$ cat src/rtl/uart_ctrl_pkg.sv
// uart_ctrl_pkg: states and constants shared by uart_bus_ctrl and its access sequencer.
// UART_CTRL_ERRCLR_EN adds the S_ERRCLR state.
package uart_ctrl_pkg;

    typedef enum logic [2:0] {
        S_URST,
        S_MODE,
        S_CMD,
        S_IDLE,
        S_TX,
        S_RX,
`ifdef UART_CTRL_ERRCLR_EN
        S_ERRCLR,
`endif
        S_RECOV
    } uart_ctrl_state_t;

    localparam logic [7:0] CMD_ER_BIT   = 8'h10;
    localparam int         RECOV_CYCLES = 2;

endpackage

$ cat src/rtl/uart_bus_access.sv
// uart_bus_access: one setup / STROBE_CYCLES strobe-low / one hold bus access to the UART.
module uart_bus_access #(
    parameter int STROBE_CYCLES = 2
) (
    input  logic       clk,
    input  logic       n_RST,
    input  logic       start,
    input  logic       rnw,
    input  logic       c_nd,
    input  logic [7:0] wdata,
    output logic       busy,
    output logic       done,
    output logic [7:0] rdata,
    input  logic [7:0] u_DATA_OUT,
    output logic       u_n_CS,
    output logic       u_C_nD,
    output logic       u_n_RD,
    output logic       u_n_WR,
    output logic [7:0] u_DATA_IN
);
    // phase 0 idle, 1 setup, 2..HOLD-1 strobe low, HOLD hold
    localparam logic [7:0] HOLD = 8'(STROBE_CYCLES + 2);

    logic [7:0] ph_q, ph_d, data_q, data_d, rdata_q, rdata_d;
    logic       rnw_q, rnw_d, cnd_q, cnd_d, load, strobe;

    assign busy      = ph_q != 8'd0;
    assign done      = ph_q == HOLD;
    assign load      = start && !busy;
    assign strobe    = ph_q > 8'd1 && ph_q < HOLD;
    assign u_n_CS    = !busy;
    assign u_n_RD    = !(strobe && rnw_q);
    assign u_n_WR    = !(strobe && !rnw_q);
    assign u_C_nD    = cnd_q;
    assign u_DATA_IN = data_q;
    assign rdata     = rdata_q;

    always_comb begin
        ph_d    = done ? 8'd0 : (busy || start) ? ph_q + 8'd1 : 8'd0;
        rnw_d   = load ? rnw : rnw_q;
        cnd_d   = load ? c_nd : cnd_q;
        data_d  = load ? wdata : data_q;
        rdata_d = (rnw_q && ph_q == HOLD - 8'd1) ? u_DATA_OUT : rdata_q;
    end

    always_ff @(posedge clk or negedge n_RST) begin
        if (!n_RST) begin
            ph_q    <= 8'd0;
            rnw_q   <= 1'b0;
            cnd_q   <= 1'b0;
            data_q  <= 8'd0;
            rdata_q <= 8'd0;
        end else begin
            ph_q    <= ph_d;
            rnw_q   <= rnw_d;
            cnd_q   <= cnd_d;
            data_q  <= data_d;
            rdata_q <= rdata_d;
        end
    end

endmodule

$ cat src/rtl/uart_bus_ctrl.sv
// uart_bus_ctrl: initialises the 8251-style UART and arbitrates TX writes / RX reads on its bus.
// UART_CTRL_ERRCLR_EN: a read with PE/FE set is followed by an error-reset command write.
module uart_bus_ctrl import uart_ctrl_pkg::*; #(
    parameter logic [7:0] MODE_WORD     = 8'h4E,
    parameter logic [7:0] CMD_WORD      = 8'h15,
    parameter int         STROBE_CYCLES = 2,
    parameter int         RST_CYCLES    = 8
) (
    input  logic       clk,
    input  logic       n_RST,
    input  logic       tx_valid,
    input  logic [7:0] tx_data,
    output logic       tx_ready,
    output logic       rx_valid,
    output logic [7:0] rx_data,
    output logic [1:0] rx_err,
    output logic       init_done,
    output logic       u_n_RST,
    output logic       u_n_CS,
    output logic       u_C_nD,
    output logic       u_n_RD,
    output logic       u_n_WR,
    output logic [7:0] u_DATA_IN,
    input  logic [7:0] u_DATA_OUT,
    input  logic       u_Rx_RDY,
    input  logic       u_Tx_RDY,
    input  logic       u_PE_Fg,
    input  logic       u_FE_Fg
);
    uart_ctrl_state_t state_q, state_d;
    logic [15:0]      cnt_q, cnt_d;
    logic [1:0]       err_q, err_d;
    logic             last_tx_q, last_tx_d, init_q, init_d;
    logic             start, rnw, c_nd, busy, done, grant_rx, grant_tx;
    logic [7:0]       wdata;

    uart_bus_access #(.STROBE_CYCLES(STROBE_CYCLES)) u_access (
        .clk        (clk),
        .n_RST      (n_RST),
        .start      (start),
        .rnw        (rnw),
        .c_nd       (c_nd),
        .wdata      (wdata),
        .busy       (busy),
        .done       (done),
        .rdata      (rx_data),
        .u_DATA_OUT (u_DATA_OUT),
        .u_n_CS     (u_n_CS),
        .u_C_nD     (u_C_nD),
        .u_n_RD     (u_n_RD),
        .u_n_WR     (u_n_WR),
        .u_DATA_IN  (u_DATA_IN)
    );

    // round-robin: RX wins a tie unless it was the last side served
    assign grant_rx  = state_q == S_IDLE && u_Rx_RDY && !(tx_valid && u_Tx_RDY && !last_tx_q);
    assign grant_tx  = state_q == S_IDLE && tx_valid && u_Tx_RDY && !grant_rx;
    assign tx_ready  = grant_tx;
    assign rx_valid  = state_q == S_RX && done;
    assign rx_err    = err_q;
    assign init_done = init_q;
    assign u_n_RST   = !(state_q == S_URST && cnt_q < 16'(RST_CYCLES));

    always_comb begin
        state_d   = state_q;
        cnt_d     = cnt_q;
        err_d     = err_q;
        last_tx_d = last_tx_q;
        start     = 1'b0;
        rnw       = 1'b0;
        c_nd      = 1'b0;
        wdata     = tx_data;
        case (state_q)
            S_URST: begin
                cnt_d = cnt_q + 16'd1;
                if (cnt_q == 16'(RST_CYCLES)) begin
                    state_d = S_MODE;
                    cnt_d   = 16'd0;
                end
            end
            S_MODE, S_CMD: begin
                c_nd  = 1'b1;
                wdata = (state_q == S_MODE) ? MODE_WORD : CMD_WORD;
                start = cnt_q == 16'd0;
                cnt_d = 16'd1;
                if (cnt_q != 16'd0 && !busy) begin
                    state_d = (state_q == S_MODE) ? S_CMD : S_IDLE;
                    cnt_d   = 16'd0;
                end
            end
            S_IDLE: begin
                start     = grant_rx || grant_tx;
                rnw       = grant_rx;
                state_d   = grant_rx ? S_RX : grant_tx ? S_TX : S_IDLE;
                last_tx_d = grant_tx || (last_tx_q && !grant_rx);
                cnt_d     = 16'd0;
            end
            S_TX: state_d = done ? S_RECOV : S_TX;
            S_RX: begin
                cnt_d = cnt_q + 16'd1;
                err_d = (cnt_q == 16'(STROBE_CYCLES)) ? {u_FE_Fg, u_PE_Fg} : err_q;
                if (done) begin
                    cnt_d = 16'd0;
`ifdef UART_CTRL_ERRCLR_EN
                    state_d = (err_q != 2'b00) ? S_ERRCLR : S_RECOV;
`else
                    state_d = S_RECOV;
`endif
                end
            end
`ifdef UART_CTRL_ERRCLR_EN
            S_ERRCLR: begin
                c_nd  = 1'b1;
                wdata = CMD_WORD | CMD_ER_BIT;
                start = cnt_q == 16'd0;
                cnt_d = 16'd1;
                if (cnt_q != 16'd0 && !busy) begin
                    state_d = S_RECOV;
                    cnt_d   = 16'd0;
                end
            end
`endif
            S_RECOV: begin
                cnt_d = cnt_q + 16'd1;
                if (cnt_q == 16'(RECOV_CYCLES - 1)) begin
                    state_d = S_IDLE;
                    cnt_d   = 16'd0;
                end
            end
            default: state_d = S_URST;
        endcase
        init_d = init_q || state_d == S_IDLE;
    end

    always_ff @(posedge clk or negedge n_RST) begin
        if (!n_RST) begin
            state_q   <= S_URST;
            cnt_q     <= 16'd0;
            err_q     <= 2'b00;
            last_tx_q <= 1'b1;
            init_q    <= 1'b0;
        end else begin
            state_q   <= state_d;
            cnt_q     <= cnt_d;
            err_q     <= err_d;
            last_tx_q <= last_tx_d;
            init_q    <= init_d;
        end
    end

endmodule

$ cat config.mk
export PLATFORM = sky130hd
export DESIGN_NAME = uart_bus_ctrl
export DESIGN_NICKNAME = d
export VERILOG_FILES = /design/src/rtl/uart_ctrl_pkg.sv /design/src/rtl/uart_bus_access.sv /design/src/rtl/uart_bus_ctrl.sv
export SDC_FILE = /design/constraint.sdc
export NUM_CORES = 1
export LEC_CHECK = 0
export CAP_MARGIN = 40
export CORE_ASPECT_RATIO = 2
export CORE_MARGIN = 2
export CORE_UTILIZATION = 49
export CTS_BUF_LIST = sky130_fd_sc_hd__clkbuf_8
export DETAILED_ROUTE_END_ITERATION = 10
export DONT_BUFFER_PORTS = 1
export GPL_ROUTABILITY_DRIVEN = 0
export SLEW_MARGIN = 20
export SYNTH_ARGS = -nofsm -noshare
export SYNTH_HDL_FRONTEND = slang
export SYNTH_SLANG_ARGS = --single-unit
$ cat constraint.sdc
create_clock -name clk -period 4.45 [get_ports clk]
set_input_delay 0.445 -clock clk [delete_from_list [all_inputs] [get_ports clk]]
set_output_delay 0.445 -clock clk [all_outputs]
set_load 0.02 [all_outputs]
==> flow_summary.ini, run 1 <==
[outcome]
run_status = finished, final reports clean

[sta]
finalSetupViolations = 0
rsz0062_at_grt = false
hold_viol_final = 0
slew_violations = 0
worst_clock_skew_ns = 0.00689
max_freq_mhz = 361
period_needed_ns = 2.77
max_slew_margin = 0.437
finalSetupTns_ns = 0
fin_crit_sh = 0.623
tightest_slew_ns = 0.835

[worst_setup_path]
crit_path_start = u_access.ph_q[7]
r2r-start = u_access.ph_q[7]
startpoint_type = flop
end_kind = flop
cp-endpoint = init_done
r2r_cells = 6
rrSetupSlack_ns = 1.68
worstPathArrival_ns = 2.97
worstPathMaxFanout = 5
r2r-end = init_done
critical_path_class = reg -> reg
required_ns = 4.65

[global_route]
antenna_found_initial = 0
gr-total-overflow = 0
grt_pass1_wl_um = 9020
grt_usage = 0.211
grt_pass1_vias = 1957
grt_max_degree = 50

[clock_tree]
ctsResizeCount = 0
cts_buffer_depth = 2
clk_pin_slew_ns = 0.09
cts_made_buffers = 5
cts.sinks = 49
postCtsSetupBuffers = 0
insertion_delay_ns = 0.30
cts_hold_buf = 2
htreeDepth = 2
cts_tree = yes
cts_root_buf = clkbuf_8

[synthesis]
synth_flop_cell = dfrtp_1
synth.avg_cell_area_um2 = 9.65
synth-xor-area-share = 0.0584
yosys.area_share.simple = 0.232
synthMuxAreaShare = 0.0501
ys_top_cells_by_area = dfrtp_1 47%, mux2_2 4.4%, nand2_1 4.4%
yosys.area.top_type = dfrtp_1
yosys.cell_types.count = 43
yosys.area_share.adder = 0.0344
synth_compound_area_frac = 0.115
syn_nets = 294
syn_inst = 264
ys_seq_elements = 49
synth-edff-count = 0
synth_async_sr_flop_share = 1.00
synth_area_um2 = 2550
ys_seq_area_frac = 0.482
synth_top_family_by_area = simple AND/OR/NAND/NOR gates
synth_top_area_share = 0.472
ys_warn_count = 0

[placement]
dpl.hpwl_um = 4290
io_buffers = 0
placed_area_um2 = 2580

[finish]
final_core_util = 0.536
diodes = 0
nNetsFinal = 291
fill_cells = 475
drive_gt1_frac = 0.0992
register_area_um2 = 1230
multiInputGateArea_um2 = 1250
fin_area_um2 = 2730
area_growth_pct = 7.22

[route]
drt_wl_total_um = 5610
ant_nets = 0
routedWlPerCell_um = 17.5
drc_errors = 0
via_count = 1938
vias_per_cell = 6.06
first_pass_iters = 4
drt_iter0_drc = 56

[floorplanning]
die_height_um = 106
dieArea_um2 = 5830
initial_core_util = 0.500
fp.coreArea_um2 = 5090
num_rows = 37
io_pins = 49
die_w_um = 55.0

[pwr]
p_per_area_nw_per_um2 = 381
p_leak_uw = 0.00127
irDropWorstVdd_mv = 0.312
total_power_uw = 1040

[run]
drv_cap = 0

[min_path]
hp-class = in -> reg
[cell usage in the layout (no fill, tap or decap), types with 6 or more instances in the layout]
cell / synthesis / routed
xor2_1: 11 / 11
dfrtp_1: 48 / 48
a21oi_1: 8 / 8
ha_1: 7 / 7
and3_1: 10 / 10
mux2_2: 10 / 10
nand2_1: 30 / 30
nand3_1: 18 / 18
nor2_1: 28 / 28
o21ai_0: 13 / 13
inv_1: 6 / 6
xnor2_1: 6 / 6
[cell type report]
cell class | count | area share
multi-input cells | 196 | 0.457
repair buffers | 3 | 0.0165
flip-flops and latches | 49 | 0.449
clock buffers | 5 | 0.0252
clock inverters | 3 | 0.0169
well taps | 58 | 0.0266
inverters | 6 | 0.00825
[per-stage QoR]
step / hold WS [ns] / cells / setup WS [ns]
after floorplan: 0.149 / 264 / 1.86
after CTS: 0.200 / 320 / 1.69
after global placement: 0.150 / 310 / 1.76
after global routing: 0.205 / 320 / 1.59
after detailed placement: 0.151 / 310 / 1.70
final: 0.206 / 320 / 1.68
[sequential cells by signal (all words and copies together) (netlist names)]
| name | flops |
|---|---|
| last_tx_q | 1 |
| u_access.rnw_q | 1 |
| u_access.ph_q | 8 |
| u_access.rdata | 8 |
| u_access.u_C_nD | 1 |
| u_access.u_DATA_IN | 8 |
| init_done | 1 |
| cnt_q | 16 |
| rx_err | 2 |
| state_q | 3 |
[metal layers]
layer | vias to the layer above | share of wire | GRT usage
li1 | 923 | - | -
met1 | 947 | 0.35 | 0.218
met2 | 56 | 0.58 | 0.390
met3 | 12 | 0.047 | 0.0379
met4 | 0 | 0.026 | 0.0801
met5 | - | 0 | 0
[worst max-delay path, stage by stage, from the launching register on]
cell and delay, ns:
dfrtp_1 0.40, or4_4 0.59, nor4b_4 0.50, o21ai_2 0.16, mux2_4 0.32, a2111o_1 0.45, a41o_1 0.25
[how the worst min path moves through the flow]
stage	from	to	slack [ns]	cells past startpoint
final	u_Rx_RDY	last_tx_q	0.21	1
after global routing	u_Rx_RDY	last_tx_q	0.20	1
after CTS	u_Rx_RDY	last_tx_q	0.20	1
after detailed placement	n_RST	u_access.ph_q[7]	0.15	0
after global placement	n_RST	u_access.ph_q[2]	0.15	0
after floorplan	n_RST	cnt_q[0]	0.15	0
[logic make-up after synthesis]
| family | count (synthesis) |
|---|---|
| mux | 11 |
| compound gates | 45 |
| buf+inv | 19 |
| xor+xnor | 17 |
| simple gates | 116 |
| flops | 49 |
| fa+ha+maj | 7 |
[where the power goes]
group / switching, uW / internal (uW) / leakage (uW)
logic: 103 / 72.5 / 0.000554
registers: 65.4 / 481 / 0.000658
clock network: 151 / 168 / 0.0000543
[cells in the mapped netlist (6+ instances only)]
library cell and instances:
dfrtp_1 48, nand2_1 30, nor2_1 28, nand3_1 18
o21ai_0 13, clkbuf_1 12, xor2_1 11, and3_1 10
mux2_2 10, a21oi_1 8, ha_1 7, inv_1 6
xnor2_1 6
Power figures use the tool's default switching activity.
==> inputs of run 2 (changes only) <==
- PLACE_DENSITY: not set -> 0.66
- clock period: 4.45 -> 2.41 ns (I/O delays scaled with it)
==> flow_summary.ini, run 2 (same netlist as run 1, synthesis figures left out) <==
[outcome]
run_status = finished, final reports clean

[sta]
slew_violations = 0
fin_crit_sh = 0.954
holdWs_ns = 0.0694
hold_viol_final = 0
finalSetupViolations = 0
worst_clock_skew_ns = 0.00884
max_slew_margin = 0.655
max_freq_mhz = 435
rsz0062_at_grt = false
period_needed_ns = 2.30
setup_ws_ns = 0.110
tightest_slew_ns = 0.505

[finish]
area_growth_pct = 11.3
largest_reg_flops = 16
diodes = 0
register_area_um2 = 1230
nNetsFinal = 305
layout_common_cells = 48 x dfrtp_1, 30 x nand2_1, 28 x nor2_1
drive_gt1_frac = 0.156
fill_cells = 473
layout_commonest_cell = dfrtp_1
multiInputGateArea_um2 = 1270
fin_area_um2 = 2840
fin_cells = 334
max_flop_register = cnt_q

[min_path]
hp-class = in -> reg
hold_end = u_access.u_DATA_IN[7]
holdPathStages = 2
worst_hold_startpoint = tx_data[7]

[floorplanning]
io_pins = 49
dieArea_um2 = 5830
die_height_um = 106
fp.coreArea_um2 = 5090
num_rows = 37
initial_core_util = 0.500
die_w_um = 55.0

[route]
vias_per_cell = 6.06
via_count = 2024
drt_iter0_drc = 22
drc_errors = 0
routedWlPerCell_um = 17.4
drt_wl_total_um = 5830
ant_nets = 0
first_pass_iters = 4

[clock_tree]
htreeDepth = 2
cts_buffer_depth = 2
cts_made_buffers = 5
cts.sinks = 49
insertion_delay_ns = 0.31
clk_pin_slew_ns = 0.10
cts_tree = yes
cts_root_buf = clkbuf_8

[global_route]
gr-total-overflow = 0
grt_pass1_vias = 2128
antenna_found_initial = 0
grt_pass1_wl_um = 9420
grt_max_degree = 50
grt_usage = 0.219

[worst_setup_path]
required_ns = 2.62
r2r-start = u_access.ph_q[6]
end_kind = flop
rrSetupSlack_ns = 0.11
startpoint_type = flop
worstPathArrival_ns = 2.51
critical_path_class = reg -> reg
r2r_cells = 6
r2r-end = init_done
worstPathMaxFanout = 4

[placement]
pre_cts_ws_ns = 0.0476
placedCellCount = 322
placed_area_um2 = 2670
io_buffers = 0
dpl.hpwl_um = 4480

[pwr]
total_power_uw = 1870
irDropWorstVdd_mv = 0.450
p_leak_uw = 0.00133
p_per_area_nw_per_um2 = 661

[run]
drv_cap = 0
-- run 2: stage by stage --
stage	TNS [ns]	utilization
floorplan	-0.161	-
global placement	0	0.524
detailed placement	0	0.524
CTS	0	0.551
global route	0	0.557
finish	0	0.557
-- run 2: report_power, final --
part	leakage [uW]	internal (uW)	total (uW)	switching [uW]
clock network	0.0000445	206	498	292
logic	0.000630	167	389	223
registers	0.000658	888	986	98.5
total	0.00133	1260	1870	613
-- run 2: metal layers --
layer,GRT usage,wire length (um),vias to the layer above
met2,0.398,3290,61
met3,0.0379,266,24
met1,0.206,1970,990
met5,0,0,-
met4,0.138,304,0
li1,-,-,949
-- run 2: worst max-delay path by stage --
stage	from	end
global route	u_access.ph_q[6]	init_done
detailed placement	u_access.ph_q[6]	init_done
CTS	u_access.ph_q[6]	init_done
finish	u_access.ph_q[6]	init_done
floorplan	u_access.ph_q[6]	init_done
global placement	u_access.ph_q[6]	init_done
-- run 2: area by class of cell --
class,count,share of cell area
inverters,6,0.00794
clock buffers,5,0.0243
well taps,58,0.0256
flip-flops and latches,49,0.433
repair buffers,17,0.0538
multi-input cells,196,0.448
clock inverters,3,0.00750
-- run 2: worst max-delay path, stage by stage (launching register included) --
cell and delay [ns]:
dfrtp_1 0.39, or4_4 0.58, nor4b_4 0.26, o21ai_2 0.11
mux2_4 0.30, a2111o_1 0.38, a41o_1 0.19
-- run 2: repair_timing --
action	CTS	global route
setup endpoints to repair	0	9
hold endpoints to repair	50	0
hold buffers	3	0
resized for setup	0	6
setup buffers	0	1
